`src/rtl/prio_enc_disp.sv`:
```
// Registered priority encoder with synchroniser, debounce FSM, hex 7-seg readout
// and a valid/ready change-event port with sticky overwrite flag.
module prio_enc_disp #(
    parameter int unsigned N_IN         = 16,
    parameter int unsigned DIGITS       = 2,
    parameter int unsigned DEBOUNCE_CYC = 4,
    localparam int unsigned W_IDX       = $clog2(N_IN)
) (
    input  logic                  clk,
    input  logic                  rst,
    input  logic [N_IN-1:0]       x,
    input  logic                  en,
    output logic [W_IDX-1:0]      idx,
    output logic                  ind,
    output logic [8*DIGITS-1:0]   seg,
    output logic                  evt_valid,
    input  logic                  evt_ready,
    output logic [W_IDX-1:0]      evt_idx,
    output logic                  evt_ind,
    output logic                  evt_ovf,
    input  logic                  ovf_clr
);

    localparam logic [1:0]  ST_IDLE   = 2'd0;
    localparam logic [1:0]  ST_COUNT  = 2'd1;
    localparam logic [1:0]  ST_COMMIT = 2'd2;
    localparam logic [15:0] DB_CNT    = 16'(DEBOUNCE_CYC);

    logic [N_IN:0]          r_sync1;
    logic [N_IN:0]          r_sync2;
    logic [N_IN:0]          r_cand;
    logic [N_IN:0]          r_com;
    logic [1:0]             r_state;
    logic [15:0]            r_cnt;

    logic [W_IDX-1:0]       r_idx;
    logic                   r_ind;
    logic [8*DIGITS-1:0]    r_seg;
    logic                   r_evt_valid;
    logic [W_IDX-1:0]       r_evt_idx;
    logic                   r_evt_ind;
    logic                   r_evt_ovf;

    logic [W_IDX-1:0]       w_new_idx;
    logic                   w_new_ind;
    logic [8*DIGITS-1:0]    w_new_seg;
    logic [4*DIGITS-1:0]    w_idx_ext;
    logic                   w_commit;
    logic                   w_change;

    function automatic logic [6:0] hex7(input logic [3:0] n);
        // a..g, active-low
        case (n)
            4'h0: hex7 = 7'b0000001;
            4'h1: hex7 = 7'b1001111;
            4'h2: hex7 = 7'b0010010;
            4'h3: hex7 = 7'b0000110;
            4'h4: hex7 = 7'b1001100;
            4'h5: hex7 = 7'b0100100;
            4'h6: hex7 = 7'b0100000;
            4'h7: hex7 = 7'b0001111;
            4'h8: hex7 = 7'b0000000;
            4'h9: hex7 = 7'b0000100;
            4'hA: hex7 = 7'b0001000;
            4'hB: hex7 = 7'b1100000;
            4'hC: hex7 = 7'b0110001;
            4'hD: hex7 = 7'b1000010;
            4'hE: hex7 = 7'b0110000;
            default: hex7 = 7'b0111000;
        endcase
    endfunction

    // Encode from the candidate so outputs load on the same edge the FSM commits.
    always_comb begin
        w_new_ind = r_cand[N_IN] & (|r_cand[N_IN-1:0]);
        w_new_idx = '0;
        if (w_new_ind) begin
            for (int i = 0; i < int'(N_IN); i++) begin
                if (r_cand[i]) w_new_idx = W_IDX'(i);
            end
        end
    end

    always_comb begin
        w_idx_ext = '0;
        w_idx_ext[W_IDX-1:0] = w_new_idx;
        w_new_seg = '1;
        if (w_new_ind) begin
            for (int d = 0; d < int'(DIGITS); d++) begin
                w_new_seg[8*d+1 +: 7] = hex7(w_idx_ext[4*d +: 4]);
            end
            w_new_seg[0] = 1'b0;
        end
    end

    assign w_commit = (r_state == ST_COMMIT);
    assign w_change = w_commit && ({w_new_idx, w_new_ind} != {r_idx, r_ind});

    always_ff @(posedge clk or negedge rst) begin
        if (!rst) begin
            r_sync1 <= '0;
            r_sync2 <= '0;
        end else begin
            r_sync1 <= {en, x};
            r_sync2 <= r_sync1;
        end
    end

    always_ff @(posedge clk or negedge rst) begin
        if (!rst) begin
            r_state <= ST_IDLE;
            r_cnt   <= '0;
            r_cand  <= '0;
            r_com   <= '0;
        end else begin
            case (r_state)
                ST_IDLE: begin
                    if (r_sync2 != r_com) begin
                        r_cand  <= r_sync2;
                        r_cnt   <= 16'd1;
                        r_state <= ST_COUNT;
                    end
                end
                ST_COUNT: begin
                    if (r_sync2 != r_cand) begin
                        r_cand <= r_sync2;
                        r_cnt  <= 16'd1;
                    end else if (r_sync2 == r_com) begin
                        r_state <= ST_IDLE;
                    end else if (r_cnt == DB_CNT) begin
                        r_state <= ST_COMMIT;
                    end else begin
                        r_cnt <= r_cnt + 16'd1;
                    end
                end
                ST_COMMIT: begin
                    r_com   <= r_cand;
                    r_state <= ST_IDLE;
                end
                default: r_state <= ST_IDLE;
            endcase
        end
    end

    always_ff @(posedge clk or negedge rst) begin
        if (!rst) begin
            r_idx <= '0;
            r_ind <= 1'b0;
            r_seg <= '1;
        end else if (w_commit) begin
            r_idx <= w_new_idx;
            r_ind <= w_new_ind;
            r_seg <= w_new_seg;
        end
    end

    // A new change always lands in the event slot; overflow only if the old one was lost.
    always_ff @(posedge clk or negedge rst) begin
        if (!rst) begin
            r_evt_valid <= 1'b0;
            r_evt_idx   <= '0;
            r_evt_ind   <= 1'b0;
            r_evt_ovf   <= 1'b0;
        end else begin
            if (w_change) begin
                r_evt_valid <= 1'b1;
                r_evt_idx   <= w_new_idx;
                r_evt_ind   <= w_new_ind;
            end else if (r_evt_valid && evt_ready) begin
                r_evt_valid <= 1'b0;
            end
            if (w_change && r_evt_valid && !evt_ready) begin
                r_evt_ovf <= 1'b1;
            end else if (ovf_clr) begin
                r_evt_ovf <= 1'b0;
            end
        end
    end

    assign idx       = r_idx;
    assign ind       = r_ind;
    assign seg       = r_seg;
    assign evt_valid = r_evt_valid;
    assign evt_idx   = r_evt_idx;
    assign evt_ind   = r_evt_ind;
    assign evt_ovf   = r_evt_ovf;

endmodule

```
`config.mk`:
```
export PLATFORM = sky130hd
export DESIGN_NAME = prio_enc_disp
export DESIGN_NICKNAME = d
export VERILOG_FILES = /design/src/rtl/prio_enc_disp.sv
export SDC_FILE = /design/constraint.sdc
export NUM_CORES = 1
export LEC_CHECK = 0
export CAP_MARGIN = 20
export CORE_ASPECT_RATIO = 0.9
export CORE_UTILIZATION = 45
export CTS_CLUSTER_DIAMETER = 60
export DETAILED_ROUTE_END_ITERATION = 10
export DONT_BUFFER_PORTS = 1
export GPL_TIMING_DRIVEN = 0
export PLACE_DENSITY = 0.59
export RECOVER_POWER = 50
export SYNTH_ARGS = -nofsm -noshare
export SYNTH_HDL_FRONTEND = slang
export SYNTH_SLANG_ARGS = --single-unit
```
`constraint.sdc`:
```
create_clock -name clk -period 2.5 [get_ports clk]
set_clock_uncertainty 0.1 [all_clocks]
set_input_delay 0.25 -clock clk [delete_from_list [all_inputs] [get_ports clk]]
set_output_delay 0.25 -clock clk [all_outputs]
set_load 0.005 [all_outputs]
```
* Word level (Yosys, flattened, before mapping)
Memories as Yosys holds them, arrays and structs flattened.
Cells that the tools add are included.
** Operators by class
- Add/sub/neg operators :: 1
- Eq/ne operators :: 13
- Reductions and logical operators :: 13
- Mux-type cells :: 35
- Bitwise operators :: 1
** Operators with widths (number)
- two-way mux 16 bit :: 4
- two-way mux 4 bit :: 14
- two-way mux 17 bit :: 2
- inequality test 17 bit :: 2
- one-hot mux 17 bit (2 select lines) :: 1
- one-hot mux 16 bit (2 select lines) :: 1
- == test 17 bit :: 1
- adder 16 x 1 -> 16 bit (second input constant) :: 1
- == test 16 x 3 -> 1 bit (second input constant) :: 1
- OR reduction 16 bit :: 1
- two-way mux 2 bit :: 5
- inequality test 3 bit (second input constant) :: 3
- two-way mux 8 bit :: 1
- two-way mux 7 bit :: 1
- inequality test 2 bit (second input constant) :: 3
- AND reduction 3 bit :: 2
- nonzero test 2 bit :: 3
- two-way mux 1 bit :: 5
- inequality test 5 bit :: 1
- logical AND 1 bit :: 4
- one-hot mux 2 bit (2 select lines) :: 1
- AND reduction 4 bit :: 1
- == test 2 x 1 -> 1 bit (second input constant) :: 1
- == test 2 bit (second input constant) :: 1
- 3 further kinds :: 3
** Word-level totals
- Logic and storage cells :: 77
- Bits of input ports :: 21
- Memory bits (read-only) :: 112
- Bits in registers :: 113
- Memories kept :: 1
- Output and inout bits :: 28
** Memory list
- (name not given) :: depth 16, width 7, read ports 1, clocked after memory_dff 0, write ports 0, line 53 : case (n)

* Depth between registers and ports, before layout
Gate-level depths: netlist (run 1).
- Depth after elaboration :: 21
- Gate-level depth with buffers :: 12
- Gate-level depth less buffers :: 10

* Worst setup path after synthesis (run 1)
Ideal clock, no wire load.
- Path kind :: register to register
- From :: register r_cand[11]
- To :: register r_seg[1] (netlist: seg[1])
- Data required time :: 2.317 ns
- Arrival :: 2.554 ns
- Slack :: -0.238 ns
- Setup time :: 0.083 ns
- Buffers on the path :: 2
- Period minus slack after synthesis :: 2.738 ns
- Cell stages (with the launch flop) :: 11
- Cell sequence :: dfrtp_1 -> buf_6 -> or4_1 -> buf_2 -> o41a_1 -> nand2_1 -> inv_1 -> ha_1 -> o21ai_0 -> a21oi_1 -> o32a_1
** On the way
- Word-level cells in the longest chain between the ends :: 8
- Elaborated cells on any way between the ends :: 10
- Classes of those cells :: 7 x mux; 1 x bitwise; 1 x reduce/logical; 1 x memory
** Ends and longest elaborated chain
- start, declared :: line 31 : logic [N_IN:0] r_cand;
- start signal, assigned :: line 119 : r_cand <= r_sync2;
- start signal, assigned :: line 126 : r_cand <= r_sync2;
- two-way mux 4 bit (5 in a row) :: line 79 : if (r_cand[i]) w_new_idx = W_IDX'(i);
- two-way mux 4 bit (*) :: line 77 : if (w_new_ind) begin
- named net w_new_idx[1] :: line 44 : logic [W_IDX-1:0] w_new_idx;
- memory read (16 x 7 bit) (*)
- two-way mux 8 bit (*) :: line 88 : if (w_new_ind) begin
- end signal, assigned :: line 153 : r_seg <= w_new_seg;
- end, declared :: line 38 : logic [8*DIGITS-1:0] r_seg;
Mark *: on every way through the listed nets, which the timed path passes. The rest lies on a longest branch.
A chain may end at the register's enable or synchronous reset.

* Worst setup path after layout (run 1)
- From :: register r_cand[12]
- To :: register r_evt_ind (netlist: evt_ind)
** On the way
- Word-level cells in the longest chain between the ends :: 7
- Elaborated cells on any way between the ends :: 9
- Classes of those cells :: 1 x eq/ne; 5 x mux; 1 x bitwise; 2 x reduce/logical
** Ends and longest elaborated chain
- two-way mux 4 bit (4 in a row) :: line 79
- two-way mux 4 bit :: line 77
- inequality test 5 bit :: line 97 : assign w_change = w_commit && ({w_new_idx, w_new_ind} != {r_idx, r_ind});
- logical AND 1 bit :: line 97
- end signal, assigned :: line 168 : r_evt_ind <= w_new_ind;
- end, declared :: line 41 : logic r_evt_ind;
Several ways; a longest one is shown, not always the timed one.

==> results of run 1 <==
[critical path, stage by stage (launching register included)]
cell	delay (ps)
dfrtp_2	450
or4_4	610
o41a_1	520
buf_6	170
nor3_4	100
a31o_2	160
o2111ai_4	150
nand2_4	120
mux2_4	300
[power groups by stage]
stage / Sequential, mW / Clock [mW] / Combinational (mW)
floorplan: 1.82 / 0 / 0.126
global placement: 1.83 / 0 / 0.153
detailed placement: 1.83 / 0 / 0.154
CTS: 1.80 / 1.41 / 0.209
global route: 1.81 / 1.47 / 0.261
finish: 1.81 / 1.38 / 0.243
[worst max path at each step]
stage	slack, ps	cells past startpoint	to	start
6_report	-310	8	evt_ind	r_cand[12]
5_1_grt	-380	9	seg[2]	r_cand[12]
4_1_cts	-350	9	evt_ind	r_cand[11]
3_5_place_dp	-440	10	r_cnt[6]	r_cand[16]
3_3_place_gp	-420	10	r_cnt[2]	r_cand[16]
2_1_floorplan	-170	8	evt_ind	r_cand[12]
[cells by family after synthesis]
group / synth area share [%]
compound gates: 8.84
xor+xnor: 8.37
fa+ha+maj: 1.82
buf+inv: 3.98
flops: 55.3
mux: 4.99
other cells: 0.0779
simple gates: 16.6
[Yosys cell counts (all sizes together), types with 2 or more instances]
| cell type | number | share of area, % |
|---|---|---|
| a21o | 2 | 0.31 |
| a21oi | 12 | 1.2 |
| a22o | 4 | 0.73 |
| a311oi | 3 | 0.55 |
| a31o | 2 | 0.36 |
| a31oi | 2 | 0.26 |
| and3 | 6 | 0.88 |
| buf | 16 | 2.3 |
| clkbuf | 9 | 0.70 |
| dfrtp | 98 | 51 |
| dfstp | 8 | 4.4 |
| ha | 7 | 1.8 |
| inv | 13 | 1.0 |
| mux2 | 18 | 4.4 |
| mux2i | 3 | 0.62 |
| nand2 | 69 | 5.5 |
| nand2b | 4 | 0.52 |
| nand3 | 7 | 0.73 |
| nand4 | 7 | 0.91 |
| nor2 | 41 | 3.2 |
| nor2b | 5 | 0.65 |
| nor3 | 13 | 1.4 |
| nor4 | 11 | 1.4 |
| o211ai | 2 | 0.31 |
| o21ai | 17 | 1.8 |
| o22ai | 3 | 0.39 |
| o31a | 2 | 0.36 |
| o32a | 2 | 0.42 |
| or3 | 2 | 0.26 |
| or4 | 4 | 0.62 |
| xnor2 | 27 | 4.9 |
| xor2 | 19 | 3.5 |
[routing by layer]
metal	track usage, %	vias up	share of wire [%]
li1	-	1624	-
met3	4.83	12	4.0
met2	32.3	93	47
met5	0	-	0
met1	26.4	1685	48
met4	7.90	0	1.5
[sequential cells by signal (all words and copies together) (netlist names)]
name and cells:
seg 8, r_com 17, r_sync1 17, idx 4, r_cand 17, ind 1
r_sync2 17, evt_idx 4, evt_valid 1, r_state 2, evt_ind 1, evt_ovf 1
r_cnt 16
[per-stage QoR]
step	power [mW]	instances	util (%)
after floorplan	1.94	451	-
after global placement	1.98	580	48.4
after detailed placement	1.99	580	48.4
after CTS	3.42	623	54.8
after global routing	3.54	633	56.6
final	3.43	633	56.6
[timing repair]
| item | in CTS | in global routing |
|---|---|---|
| endpoints found under the hold margin | 125 | 106 |
| setup buffers | 10 | 12 |
| setup endpoints to repair | 45 | 42 |
| pin swaps | 7 | 12 |
| gates resized for setup | 30 | 27 |
[final cells by class]
type	count	area [um^2]
repair buffers	41	383
well taps	129	161
flip-flops and latches	106	2670
clock buffers	11	233
inverters	13	51.3
plain buffers	21	145
multi-input cells	307	2160
clock inverters	5	55.1
fillers	878	4480
==> flow_summary.yaml, run 1 <==
outcome:
  status: "finished, violations left"
  violations: "DRC, hold timing, setup timing"
yosys:
  yosys_most_used_dff: "dfrtp_1"
  yosysWarnings: 0
  syn_avg_cell_area_um2: 10.7
  ys_ff_latch: 106
  ys_async_sr_fraction_pct: 100
  synth-edff-count: 0
  synth_cell_types: 52
  yosysSeqAreaShare_pct: 55.3
  synth.cell_area_um2: 4810
  postSynthCellCount: 450
cells_and_area:
  layout_commonest_cell: "dfrtp_1"
  final_cell_area_um2: 5850
  area_delta_synth_final_pct: 21.6
  num_antenna_cells: 0
  fin_nets: 527
  final_cell_mix: "95 x dfrtp_1, 65 x nand2_1, 41 x nor2_1, 27 x buf_4, 26 x xnor2_1"
  layout-drive-gt1-share_pct: 23.0
pwr:
  p_switching_mw: 0.766
  internal_power_mw: 2.66
  combPwrFrac_pct: 7.1
  ir_worst_vdd_uv: 487
  switching_share_pct: 22.3
  p_leak_nw: 2.58
  power_frac_clock_pct: 40.2
  p_seq_share_pct: 52.7
  power_density_nw_per_um2: 586
detailed_routing:
  drc_errors: 13
  ant_nets: 0
  wl_per_cell_um: 16.6
  wirelength_mm: 10.5
  dr.pass1.iters: 7
  drtIter0Drc: 219
  vias: 3414
  avgViaCountPerCell: 5.39
global_route:
  grt_pass1_wl_mm: 17.1
  antenna_found_initial: 0
  grt-ovfl-total: 0
  first_global_vias: 3356
  grt_max_degree: 107
  grt_usage_pct: 20.0
worst_setup_path:
  cp.arrival_ps: 2930
  worstPathMaxFanout: 6
  path_class: "reg2reg"
  critPathCaptureType: "register"
  start_kind: "register"
  r2r_slack_ps: -310
  cp.required_ps: 2630
  rr_endpoint: "evt_ind"
  reg2reg_from: "r_cand[12]"
  r2r_cells: 8
floorplan:
  initial_core_util_pct: 46.6
  die-area_um2: 11100
  rows: 35
  dieWidth_um: 111
  die_h_um: 100
  design.core.area_um2: 10300
  boundaryPins: 49
sta:
  fin_setup_tns_ps: -2900
  period_share_pct: 112
  fin_ws_ps: -308
  maxSlewHeadroom_pct: 49.4
  drv_slew: 0
  fin_worst_hold_slack_ps: -506
  rsz0062_at_grt: "yes"
  finalHoldViolCount: 106
  worst_slew_pin_slew_ps: 753
  fmax_ghz: 0.356
  min_period_ps: 2810
  finalSetupViolCount: 14
job:
  maxCapViolCount: 0
placed_design:
  io_buffers: 0
  post-place-ws_ps: -441
  dp_hpwl_mm: 6.80
  placed_cell_area_um2: 5010
  gp_congestion: 0.864
clocking:
  cts_tree: "built"
  cts-htree-levels: 3
  ctsHoldBuffers: 19
  clk_path_buf_depth: 2
  clk_latency_ps: 350
  clkSinkCount: 106
  cts_buffers: 9
  root_buffer: "clkbuf_16"
  cts.clk_slew.worst_paths_ps: 70
worst_hold_path:
  hold_class: "in2async"
No activity file was read; power rests on OpenSTA's default activity.
==> run 2, diff against run 1 <==
- CAP_MARGIN: 20 -> 25
- CELL_PAD_IN_SITES_DETAIL_PLACEMENT: default -> 2
- CELL_PAD_IN_SITES_GLOBAL_PLACEMENT: default -> 2
- CORE_UTILIZATION: 45 -> 37
- PLACE_DENSITY: 0.59 -> 0.71
==> run 2 against run 1 <==
  * The flow finishes with violations (hold timing, setup timing)
  * Flip-flop and latch count stayed put
  * Via count rose by 4.5%
  * Die area rose by 21%
  * Non-clock buffer count rose by 6
  * Total power rose by 0.98%
  * Sequential share of layout area down 1.4 points
  * Worst hold slack got worse by 15 ps
  * Final area rose by 3.3%
  * Critical endpoint unchanged
  * Largest power group unchanged
==> flow_summary.yaml, run 2 (synthesis results as in run 1) <==
floorplan:
  boundaryPins: 49
  initial_core_util_pct: 37.9
  dieWidth_um: 122
  design.core.area_um2: 12700
  rows: 39
  die-area_um2: 13500
  die_h_um: 110
cells_and_area:
  num_antenna_cells: 0
  area_delta_synth_final_pct: 25.6
  final_cell_mix: "94 x dfrtp_1, 64 x nand2_1, 36 x nor2_1, 33 x buf_4, 26 x xnor2_1"
  fillers: 1299
  layout_commonest_cell: "dfrtp_1"
  final_cell_area_um2: 6050
  layout-drive-gt1-share_pct: 26.7
  fin_nets: 533
global_route:
  antenna_found_initial: 0
  grt_usage_pct: 21.1
  grt_pass1_wl_mm: 20.7
  grt_max_degree: 107
  met2_usage_pct: 35.2
  met1_usage_pct: 26.1
  busiest_layer: "met2"
  grt-ovfl-total: 0
  first_global_vias: 3855
  grt.met3_usage_pct: 5.45
clocking:
  root_buffer: "clkbuf_16"
  ctsHoldBuffers: 18
  clk_latency_ps: 360
  clkSinkCount: 106
  cts.clk_slew.worst_paths_ps: 70
  cts-htree-levels: 3
  cts_buffers: 9
  cts_tree: "built"
  clk_path_buf_depth: 2
sta:
  fmax_ghz: 0.356
  drv_slew: 0
  finalSetupViolCount: 14
  fin_ws_ps: -306
  fin_worst_hold_slack_ps: -521
  period_share_pct: 112
  finalHoldViolCount: 106
  worst_slew_pin_slew_ps: 627
  rsz0062_at_grt: "yes"
  min_period_ps: 2810
  maxSlewHeadroom_pct: 58.2
placed_design:
  dp_hpwl_mm: 8.75
  io_buffers: 0
  placed_cell_area_um2: 5050
  gp_congestion: 0.827
worst_hold_path:
  hold_class: "in2async"
job:
  maxCapViolCount: 0
worst_setup_path:
  cp.arrival_ps: 2950
  r2r_slack_ps: -310
  r2r_cells: 7
  critPathBufInv: 1
  rr_endpoint: "evt_ind"
  critPathCaptureType: "register"
  path_class: "reg2reg"
  path_delay_family: "simple AND/OR/NAND/NOR gates"
  slowest_delay_ps: 590
  cp_slowest_cell: "or4_4"
  worstPathMaxFanout: 7
  cp.required_ps: 2640
  start_kind: "register"
  reg2reg_from: "r_cand[13]"
  crit_chain: "or4_4, o41a_1, buf_4, and3_4, o2111ai_4, nand2_4, mux2_4"
detailed_routing:
  dr.pass1.iters: 4
  drtIter0Drc: 116
  wl_per_cell_um: 20.1
  avgViaCountPerCell: 5.29
  ant_nets: 0
  wirelength_mm: 13.6
  vias: 3567
  drc_errors: 0
pwr:
  power_density_nw_per_um2: 572
  combPwrFrac_pct: 7.5
  p_leak_nw: 2.64
  p_switching_mw: 0.854
  switching_share_pct: 24.7
  power_frac_clock_pct: 40.3
  p_seq_share_pct: 52.2
  ir_worst_vdd_uv: 479
  internal_power_mw: 2.61
outcome:
  violations: "hold timing, setup timing"
  status: "finished, violations left"
[run 2: final cells by class]
type | instances | area (um^2) | share of cell area (%)
Timing Repair Buffer | 49 | 458 | 7.57
Multi-Input combinational cell | 307 | 2220 | 36.8
Inverter | 13 | 51.3 | 0.849
Clock inverter | 5 | 43.8 | 0.724
Sequential cell | 106 | 2670 | 44.1
Buffer | 19 | 153 | 2.52
Tap cell | 164 | 205 | 3.39
Clock buffer | 11 | 243 | 4.01
[run 2: worst max path at each step]
stage | start | endpoint | slack [ps] | cells past startpoint
final | r_cand[13] | evt_ind | -310 | 7
after detailed placement | r_cand[12] | seg[2] | -650 | 10
after CTS | r_cand[11] | evt_ind | -380 | 9
after floorplan | r_cand[12] | evt_ind | -170 | 8
after global routing | r_cand[15] | evt_idx[3] | -380 | 8
after global placement | r_cand[16] | r_cnt[2] | -540 | 10
[run 2: through the flow]
step	instances	setup TNS, ps	setup WS [ps]	power [mW]	util [%]
finish	674	-2900	-306	3.46	47.7
global route	674	-4270	-382	3.59	47.7
CTS	664	-3540	-385	3.47	45.9
detailed placement	615	-19030	-647	2.00	39.8
global placement	615	-16370	-538	1.99	39.8
floorplan	451	-758	-167	1.94	-
[run 2: power groups by stage]
stage	registers (mW)	logic (mW)	clock network, mW
2_1_floorplan	1.82	0.126	0
3_3_place_gp	1.83	0.158	0
3_5_place_dp	1.83	0.163	0
4_1_cts	1.80	0.227	1.44
5_1_grt	1.81	0.278	1.50
6_report	1.81	0.259	1.39
[run 2: metal layers]
| metal | wire length, um | vias up |
|---|---|---|
| met5 | 0 | - |
| met4 | 235 | 0 |
| met3 | 447 | 19 |
| met2 | 6850 | 60 |
| met1 | 6030 | 1857 |
| li1 | - | 1631 |
[run 2: repair_timing]
item | 4_1_cts | 5_1_grt
endpoints found under the setup margin | 45 | 48
gates resized for setup | 42 | 39
setup buffers | 18 | 12
cloned | 0 | 1
hold endpoints to repair | 124 | 106
pin swaps | 13 | 21
==> run 3, diff against run 2 <==
- CORE_ASPECT_RATIO: 0.9 -> default
==> run 3 against run 2 <==
  * Register-to-register slack lost 60 ps
  * Worst hold slack about the same
  * Total power grew 0.23%
  * Largest power group unchanged
  * Sequential power hardly changed
  * Fmax decreased by 2.0%
  * Non-clock buffer count is 7 higher
  * Setup slack got worse by 56 ps
  * The flow still finishes with violations (hold timing, setup timing)
  * Clock power hardly changed
  * Sequential share of layout area down 0.56 points
  * Utilization grew 0.67 points
==> flow_summary.yaml, run 3 (synthesis results as in run 1) <==
global_route:
  antenna_found_initial: 0
  grt_pass1_wl_mm: 20.6
  grt_usage_pct: 20.7
  first_global_vias: 3882
  grt_max_degree: 107
  grt-ovfl-total: 0
sta:
  finalHoldViolCount: 106
  min_period_ps: 2860
  finalSetupViolCount: 14
  maxSlewHeadroom_pct: 55.3
  rsz0062_at_grt: "yes"
  fin_setup_tns_ps: -3750
  period_share_pct: 114
  fin_worst_hold_slack_ps: -521
  drv_slew: 0
  fmax_ghz: 0.349
  worst_slew_pin_slew_ps: 671
  fin_ws_ps: -362
cells_and_area:
  layout_commonest_cell: "dfrtp_1"
  final_util_pct: 48.3
  area_delta_synth_final_pct: 27.2
  final_cell_area_um2: 6120
  final_cell_mix: "94 x dfrtp_1, 65 x nand2_1, 42 x buf_4, 37 x nor2_1, 25 x xnor2_1"
  num_antenna_cells: 0
  layout-drive-gt1-share_pct: 28.5
  fin_nets: 540
  fillers: 1310
detailed_routing:
  ant_nets: 0
  drc_errors: 0
  avgViaCountPerCell: 5.23
  wl_per_cell_um: 19.8
  dr.pass1.iters: 4
  drtIter0Drc: 121
  vias: 3595
  wirelength_mm: 13.6
floorplan:
  boundaryPins: 49
  initial_core_util_pct: 38.0
  rows: 41
  die_h_um: 116
  die-area_um2: 13500
  dieWidth_um: 116
  design.core.area_um2: 12700
pwr:
  ir_worst_vdd_uv: 342
  combPwrFrac_pct: 7.9
  power_density_nw_per_um2: 567
  internal_power_mw: 2.58
  power_frac_clock_pct: 40.0
  p_leak_nw: 2.69
  switching_share_pct: 25.5
  p_seq_share_pct: 52.1
  p_switching_mw: 0.884
clocking:
  cts-htree-levels: 3
  cts.clk_slew.worst_paths_ps: 80
  cts_buffers: 9
  clkSinkCount: 106
  clk_latency_ps: 360
  ctsHoldBuffers: 18
  cts_tree: "built"
  clk_path_buf_depth: 2
  root_buffer: "clkbuf_16"
worst_setup_path:
  start_kind: "register"
  slowest_delay_ps: 600
  path_class: "reg2reg"
  crit_chain: "buf_6, or4_4, o41a_1, buf_4, and3_4, o2111ai_4, nand2_4, mux2_4"
  cp.required_ps: 2650
  worstPathMaxFanout: 6
  critPathCaptureType: "register"
  cp.arrival_ps: 3010
  cp-startpoint: "r_cand[15]"
  cp_slowest_cell: "or4_4"
  r2r_cells: 8
  reg2reg_from: "r_cand[15]"
worst_hold_path:
  hold_class: "in2async"
placed_design:
  gp_congestion: 0.793
  placed_cell_area_um2: 5060
  dp_hpwl_mm: 8.37
  io_buffers: 0
outcome:
  status: "finished, violations left"
  violations: "hold timing, setup timing"
job:
  maxCapViolCount: 0
==> run 3: critical path: cells and delay by family, from the launching register on <==
kind / cells / cell delay [ps]
multiplexers: 1 / 310
AO/OA/AOI/OAI: 2 / 770
AND/OR/NAND/NOR: 3 / 870
flip-flops: 1 / 380
buffers and inverters: 2 / 300
==> run 3: through the flow <==
step	worst slack, ps	instances	power [mW]	hold WS, ps
2_1_floorplan	-167	451	1.94	-146
3_3_place_gp	-484	623	1.99	-143
3_5_place_dp	-582	623	2.00	-143
4_1_cts	-370	676	3.47	-534
5_1_grt	-426	688	3.59	-535
6_report	-362	688	3.47	-521
==> run 3: repair_timing <==
| action | in CTS | in global routing |
|---|---|---|
| setup endpoints to repair | 45 | 45 |
| hold endpoints to repair | 124 | 106 |
| buffers inserted | 24 | 11 |
| pin swaps | 23 | 21 |
| gates resized for setup | 55 | 27 |
| cloned | 0 | 2 |
==> run 3: power groups by stage <==
stage          registers [mW]  clock network [mW]  logic (mW)
2_1_floorplan            1.82                   0       0.126
3_3_place_gp             1.83                   0       0.158
3_5_place_dp             1.83                   0       0.162
4_1_cts                  1.81                1.42       0.242
5_1_grt                  1.81                1.48       0.295
6_report                 1.81                1.39       0.276
==> run 3: routing by layer <==
metal | up-vias | wire length (um) | track usage (%) | share of wire, %
met1 | 1864 | 6020 | 25.8 | 44
met3 | 17 | 411 | 3.24 | 3.0
li1 | 1645 | - | - | -
met5 | - | 0 | 0 | 0
met4 | 0 | 256 | 8.29 | 1.9
met2 | 69 | 6930 | 35.9 | 51
==> run 3: path summary, 6_finish.rpt <==
kind | endpoint | slack, ps
hold / removal | evt_valid | -520
setup reg to reg | evt_ind | -360
max in group asynchronous | seg[2] | 2590
setup / recovery | evt_ind | -360
hold reg to reg | r_sync2[4] | 250
min in group clk | evt_valid | 20
==> run 3: layout make-up <==
cell class                 instances  area, um^2  share of cell area (%)
inverter                          13        51.3                   0.838
sequential                       106        2670                    43.6
buffer                            20         148                    2.41
multi-input combinational        307        2280                    37.2
clock inverter                     6        51.3                   0.838
tap                              172         215                    3.51
clock buffer                       9         225                    3.68
timing repair buffer              55         487                    7.95
